<file path="src/rtl/alu_arb_pkg.sv">
// Shared constants for the two-requester ALU arbiter: op encodings, flag bit
// positions and the response-slot state type.
package alu_arb_pkg;

  localparam logic [1:0] ALU_ADD = 2'b00;
  localparam logic [1:0] ALU_SUB = 2'b01;
  localparam logic [1:0] ALU_AND = 2'b10;
  localparam logic [1:0] ALU_OR  = 2'b11;

  localparam int FLAG_N = 0;
  localparam int FLAG_Z = 1;
  localparam int FLAG_C = 2;
  localparam int FLAG_V = 3;

  localparam int NUM_REQ = 2;

  typedef enum logic {EMPTY = 1'b0, FULL = 1'b1} rsp_state_t;

endpackage

</file>
<file path="src/rtl/alu_arbiter_rr_arb2.sv">
// Two-way round-robin arbiter. The grant is combinational. The pointer moves
// to the loser of the last accept.
module rr_arb2 (
  input  logic       i_clk,
  input  logic       i_rst,
  input  logic [1:0] i_valid,
  input  logic       i_accept,
  input  logic       i_accept_id,
  output logic [1:0] o_grant,
  output logic       o_rr_ptr
);

  logic rr_ptr_q;

  always_comb begin
    o_grant = i_valid;
    if (i_valid == 2'b11)
      o_grant = rr_ptr_q ? 2'b10 : 2'b01;
  end

  always_ff @(posedge i_clk) begin
    if (i_rst)         rr_ptr_q <= 1'b0;
    else if (i_accept) rr_ptr_q <= ~i_accept_id;
  end

  assign o_rr_ptr = rr_ptr_q;

endmodule

</file>
<file path="src/rtl/alu_nzcv.sv">
// N-bit ALU (add/sub/and/or) with NZCV flags. The result wraps modulo 2^N.
// C and V are produced only by add/sub.
module alu_nzcv
  import alu_arb_pkg::*;
#(
  parameter int N = 64
) (
  input  logic [N-1:0] i_a,
  input  logic [N-1:0] i_b,
  input  logic [1:0]   i_ctrl,
  output logic [N-1:0] o_result,
  output logic [3:0]   o_nzcv
);

  logic         is_sub;
  logic [N-1:0] b_eff;
  logic [N:0]   sum;

  // Subtraction is computed as a + ~b + 1, so C means "no borrow".
  assign is_sub = (i_ctrl == ALU_SUB);
  assign b_eff  = is_sub ? ~i_b : i_b;
  assign sum    = {1'b0, i_a} + {1'b0, b_eff} + {{N{1'b0}}, is_sub};

  always_comb begin
    o_result = '0;
    o_nzcv   = '0;
    case (i_ctrl)
      ALU_ADD, ALU_SUB: begin
        o_result       = sum[N-1:0];
        o_nzcv[FLAG_C] = sum[N];
        o_nzcv[FLAG_V] = (i_a[N-1] == b_eff[N-1]) && (sum[N-1] != i_a[N-1]);
      end
      ALU_AND: o_result = i_a & i_b;
      default: o_result = i_a | i_b;
    endcase
    o_nzcv[FLAG_N] = o_result[N-1];
    o_nzcv[FLAG_Z] = (o_result == '0);
  end

endmodule

</file>
<file path="src/rtl/alu_arbiter.sv">
// Shares one alu_nzcv between two valid/ready requesters. Each accepted op
// lands in a single response register, and each requester has its own flags.
module alu_arbiter
  import alu_arb_pkg::*;
#(
  parameter int N = 64
) (
  input  logic         i_clk,
  input  logic         i_rst,
  input  logic [1:0]   i_valid,
  output logic [1:0]   o_ready,
  input  logic [N-1:0] i_a0,
  input  logic [N-1:0] i_b0,
  input  logic [N-1:0] i_a1,
  input  logic [N-1:0] i_b1,
  input  logic [1:0]   i_ctrl0,
  input  logic [1:0]   i_ctrl1,
  input  logic [1:0]   i_setflags,
  output logic         o_rsp_valid,
  input  logic         i_rsp_ready,
  output logic         o_rsp_id,
  output logic [N-1:0] o_rsp_result,
  output logic [3:0]   o_rsp_nzcv,
  output logic [3:0]   o_flags0,
  output logic [3:0]   o_flags1
);

  rsp_state_t state_q, state_d;

  logic [1:0]         grant;
  logic               rr_ptr;
  logic               slot_free;
  logic [1:0]         accept_vec;
  logic               accept;
  logic               gid;
  logic [N-1:0]       alu_a, alu_b, alu_result;
  logic [1:0]         alu_ctrl;
  logic [3:0]         alu_nzcv_w;
  logic [NUM_REQ-1:0][3:0] flags_q;

  rr_arb2 u_arb (
    .i_clk       (i_clk),
    .i_rst       (i_rst),
    .i_valid     (i_valid),
    .i_accept    (accept),
    .i_accept_id (gid),
    .o_grant     (grant),
    .o_rr_ptr    (rr_ptr)
  );

  // Reset masks ready so nothing is accepted on a reset edge.
  assign slot_free  = (state_q == EMPTY) | i_rsp_ready;
  assign o_ready    = grant & {2{slot_free & ~i_rst}};
  assign accept_vec = i_valid & o_ready;
  assign accept     = |accept_vec;
  assign gid        = o_ready[1];

  assign alu_a    = gid ? i_a1    : i_a0;
  assign alu_b    = gid ? i_b1    : i_b0;
  assign alu_ctrl = gid ? i_ctrl1 : i_ctrl0;

  alu_nzcv #(.N(N)) u_alu (
    .i_a      (alu_a),
    .i_b      (alu_b),
    .i_ctrl   (alu_ctrl),
    .o_result (alu_result),
    .o_nzcv   (alu_nzcv_w)
  );

  always_comb begin
    state_d = state_q;
    if (accept)           state_d = FULL;
    else if (i_rsp_ready) state_d = EMPTY;
  end

  always_ff @(posedge i_clk) begin
    if (i_rst) state_q <= EMPTY;
    else       state_q <= state_d;
  end

  // Data registers only load on accept; a plain drain leaves them as-is.
  always_ff @(posedge i_clk) begin
    if (i_rst) begin
      o_rsp_id     <= 1'b0;
      o_rsp_result <= '0;
      o_rsp_nzcv   <= '0;
    end else if (accept) begin
      o_rsp_id     <= gid;
      o_rsp_result <= alu_result;
      o_rsp_nzcv   <= alu_nzcv_w;
    end
  end

  for (genvar r = 0; r < NUM_REQ; r++) begin : g_flags
    always_ff @(posedge i_clk) begin
      if (i_rst)                             flags_q[r] <= '0;
      else if (accept_vec[r] & i_setflags[r]) flags_q[r] <= alu_nzcv_w;
    end
  end

  assign o_rsp_valid = (state_q == FULL);
  assign o_flags0    = flags_q[0];
  assign o_flags1    = flags_q[1];

  logic unused_ok;
  assign unused_ok = rr_ptr;

endmodule
</file>
<file path="config.mk">
export PLATFORM = sky130hd
export DESIGN_NAME = alu_arbiter
export DESIGN_NICKNAME = d
export VERILOG_FILES = /design/src/rtl/alu_arb_pkg.sv /design/src/rtl/alu_arbiter_rr_arb2.sv /design/src/rtl/alu_nzcv.sv /design/src/rtl/alu_arbiter.sv
export SDC_FILE = /design/constraint.sdc
export NUM_CORES = 1
export LEC_CHECK = 0
export CELL_PAD_IN_SITES_DETAIL_PLACEMENT = 1
export CELL_PAD_IN_SITES_GLOBAL_PLACEMENT = 2
export CORE_ASPECT_RATIO = 1.1
export CORE_MARGIN = 2
export CORE_UTILIZATION = 23
export CTS_CLUSTER_SIZE = 30
export DETAILED_ROUTE_END_ITERATION = 12
export GPL_TIMING_DRIVEN = 0
export PLACE_DENSITY_LB_ADDON = 0.3
export RECOVER_POWER = 50
export SYNTH_ARGS = -nofsm -noshare
export SYNTH_HDL_FRONTEND = slang
export SYNTH_SLANG_ARGS = --single-unit
</file>
<file path="constraint.sdc">
create_clock -name i_clk -period 8.2 [get_ports i_clk]
set_clock_uncertainty 0.1 [all_clocks]
set_input_delay 1.64 -clock i_clk [delete_from_list [all_inputs] [get_ports i_clk]]
set_output_delay 1.64 -clock i_clk [all_outputs]
set_load 0.01 [all_outputs]
</file>
==> metrics <==
sequential share of power 16.1%; Pleak 6.67 nW; clk buf depth 2; Layout Nets 2453; Synth top area share 13.5%; post-cts hold buffer count 0; hold depth 2; drt first pass iters 5; top cells by area, synth dfxtp_1 (14%), nand2_1 (11%), ha_1 (7.7%); max cap viols 0; Mean Syn Cell Area 6.65 um2; reg2reg start o_rsp_valid; via count 15.1k; Setup TNS Final 0 ns; layout cells sized above 1 8.64%; reg2reg path depth 24; switching power 1.40 mW; CP max FO 19; Rows 86; worst hold start o_rsp_result[11]; slowest CP cell or4b_4; vias in the first global route 15.6k; largest area contributor in the netlist dfxtp_1; Cells after Synth 1735; Post-DP HPWL 63.2 mm; commonest cells after routing, fill and taps aside nand2_1 (324), clkdlybuf4s50_1 (265), nor2_1 (196); min-delay worst type register to register; syn_nets 2074; Final Wtd Congestion 0.948; total CTS buffers 9; worst endpoint data arrival time 8.25 ns; global-route wire length before repair 109 mm; Cell Int Power 1.45 mW; die area 51900 um2; synth unique cells 80; GRT Residual Overflow 0; kind of critical path input port to register; Critical Path Start Type input port; Core ar. 49800 um2; worst slew pin tran 1.26 ns; GRT Resource Usage Total 28.8%; Final min period 8.07 ns; VDD IR max 78.2 uV; initial antenna violation count 1; Combinational Power Share 67.1%; CTS clock-pin slew for the worst setup and hold paths 0.06 ns; PD cells 166 nW/um2; Avg WL per Cell 27.7 um; DRT antenna net count 0; pin count of the biggest net entering global routing 20; port bufs 344; Clock Latency Late Sink 0.34 ns; initial core utilization 23.1%; Place WS -6.37 ns; register area share after synthesis 13.5%; ys async rst share 0%; Net Sw Frac 49.1%; Rel. slew slack 15.2%; Synth warnings 0; final setup vio count 0; Post-route DRC 0; CTS tree done; Max H-tree Level 3; die height 239 um; Root Driver clkbuf_16; run status finished clean; Peak Freq 124 MHz; Seq cells post-synth 78; final core occ 34.5%; DR vias/cell 5.45; worst setup margin 0.127 ns; WP data required 8.38 ns; dpl cells 2739; most common cell after layout, fill and taps aside nand2_1; WL final 76.9 mm; Max stage delay on crit path 0.54 ns; Die Wd 218 um; I/O Pins 347; r2r setup slk 1.55 ns; antenna cell count 0; first-iteration detailed-routing DRC count 975; Clock Sinks 78; Post-synth EDFFs 0; area grow syn2layout 48.9%; Min-Delay Endpoint o_rsp_result[11]; most frequent CP cell clkbuf_16; Setup crit end kind register; max-slew violations 0; clock share of power 16.8%; RSZ-0062 raised after global routing no; crit share post-route 98.4%; FF-to-FF End o_flags0[1]; ys flop type dfxtp_1; Layout Cells excl Fill 2779; Synth Cell Area 11500 um2; Hold Fails Final Rpt 0
## power by group through the flow
| stage | sequential (mW) | combinational (mW) | clock (mW) |
|---|---|---|---|
| floorplan | 0.466 | 0.974 | 0 |
| global route | 0.461 | 2.04 | 0.499 |
| CTS | 0.459 | 1.87 | 0.481 |
| global placement | 0.466 | 1.73 | 0 |
| finish | 0.459 | 1.91 | 0.480 |
| detailed placement | 0.467 | 1.74 | 0 |
## worst max-delay path: cells and delay by family
kind / cells / cell delay (ns)
AND/OR/NAND/NOR: 6 / 2.01
adder cells (fa/ha/maj): 1 / 0.30
multiplexers: 1 / 0.29
XOR/XNOR: 1 / 0.09
AO/OA/AOI/OAI: 8 / 1.99
buffers and inverters: 8 / 1.83
## stage by stage
stage / hold WS [ns] / cell area, um2 / power (mW)
floorplan: 0.376 / 11500 / 1.44
global placement: 0.343 / 15800 / 2.20
detailed placement: 0.353 / 15800 / 2.21
CTS: 0.361 / 17000 / 2.81
global route: 0.381 / 17200 / 3.00
finish: 0.359 / 17200 / 2.85
## cell families after synthesis
kind of cell	after synthesis	synth area share, %
multiplexers	92	8.09
buffers and inverters	142	5.20
AO/OA/AOI/OAI	487	26.8
flip-flops	78	13.5
AND/OR/NAND/NOR	726	27.7
adder cells (fa/ha/maj)	100	10.3
XOR/XNOR	110	8.35
## how the worst max path moves through the flow
| stage | cells past startpoint | endpoint | slack [ns] | from |
|---|---|---|---|---|
| finish | 25 | o_flags0[1] | 0.13 | i_rsp_ready |
| global route | 25 | o_rsp_nzcv[1] | 0.01 | i_rsp_ready |
| CTS | 22 | o_flags1[1] | 0.006 | i_valid[0] |
| detailed placement | 25 | o_flags1[1] | -6.37 | i_rst |
| global placement | 25 | o_flags0[1] | -6.34 | i_rst |
| floorplan | 25 | o_flags0[1] | 0.45 | i_valid[0] |
## cell usage after synthesis, drive strengths merged, types with 5 or more instances
master / instances
or2: 5
nor2: 197
nor2b: 6
or3: 12
o21ai: 113
o31ai: 9
a221oi: 6
clkbuf: 72
nand3: 37
a311oi: 12
and3: 8
o21bai: 8
o211a: 9
o211ai: 28
mux2i: 88
xnor2: 93
dfxtp: 78
a211o: 7
ha: 71
nor3: 50
or4: 7
o21a: 9
xor2: 17
a211oi: 50
nand2: 325
a31oi: 10
a21oi: 167
a21o: 12
nand4: 34
maj3: 28
nand2b: 8
inv: 24
nor4: 15
buf: 45
## flip-flops by register name, summed over array words and instances (netlist names)
| register | count |
|---|---|
| u_arb.o_rr_ptr | 1 |
| o_flags0 | 4 |
| o_rsp_nzcv | 4 |
| o_rsp_result | 63 |
| o_flags1 | 4 |
| o_rsp_valid | 1 |
| o_rsp_id | 1 |
## layout make-up
class	count	area [um2]
fill	6122	32600
inverter	25	97.6
multi-input combinational	1515	9860
buffer	104	688
clock buffer	13	260
clock inverter	3	90.1
tap	660	826
sequential	78	1560
timing repair buffer	381	3790
## repair_timing
| action | CTS | global route |
|---|---|---|
| setup endpoints to repair | 75 | 10 |
| pin swaps | 20 | 20 |
| resized for setup | 165 | 32 |
| setup buffers | 19 | 15 |
| cloned | 2 | 1 |
| hold endpoints to repair | 0 | 0 |
## per-layer routing
| layer | share of wire (%) | wire length (um) | GRT usage, % | vias up |
|---|---|---|---|---|
| met2 | 50 | 38200 | 52.2 | 468 |
| li1 | - | - | - | 7045 |
| met5 | 0 | 0 | 0 | - |
| met1 | 43 | 32800 | 35.9 | 7552 |
| met4 | 2.9 | 2260 | 8.20 | 0 |
| met3 | 4.7 | 3580 | 2.88 | 83 |
Note: power is estimated with default switching activity, not from simulation.
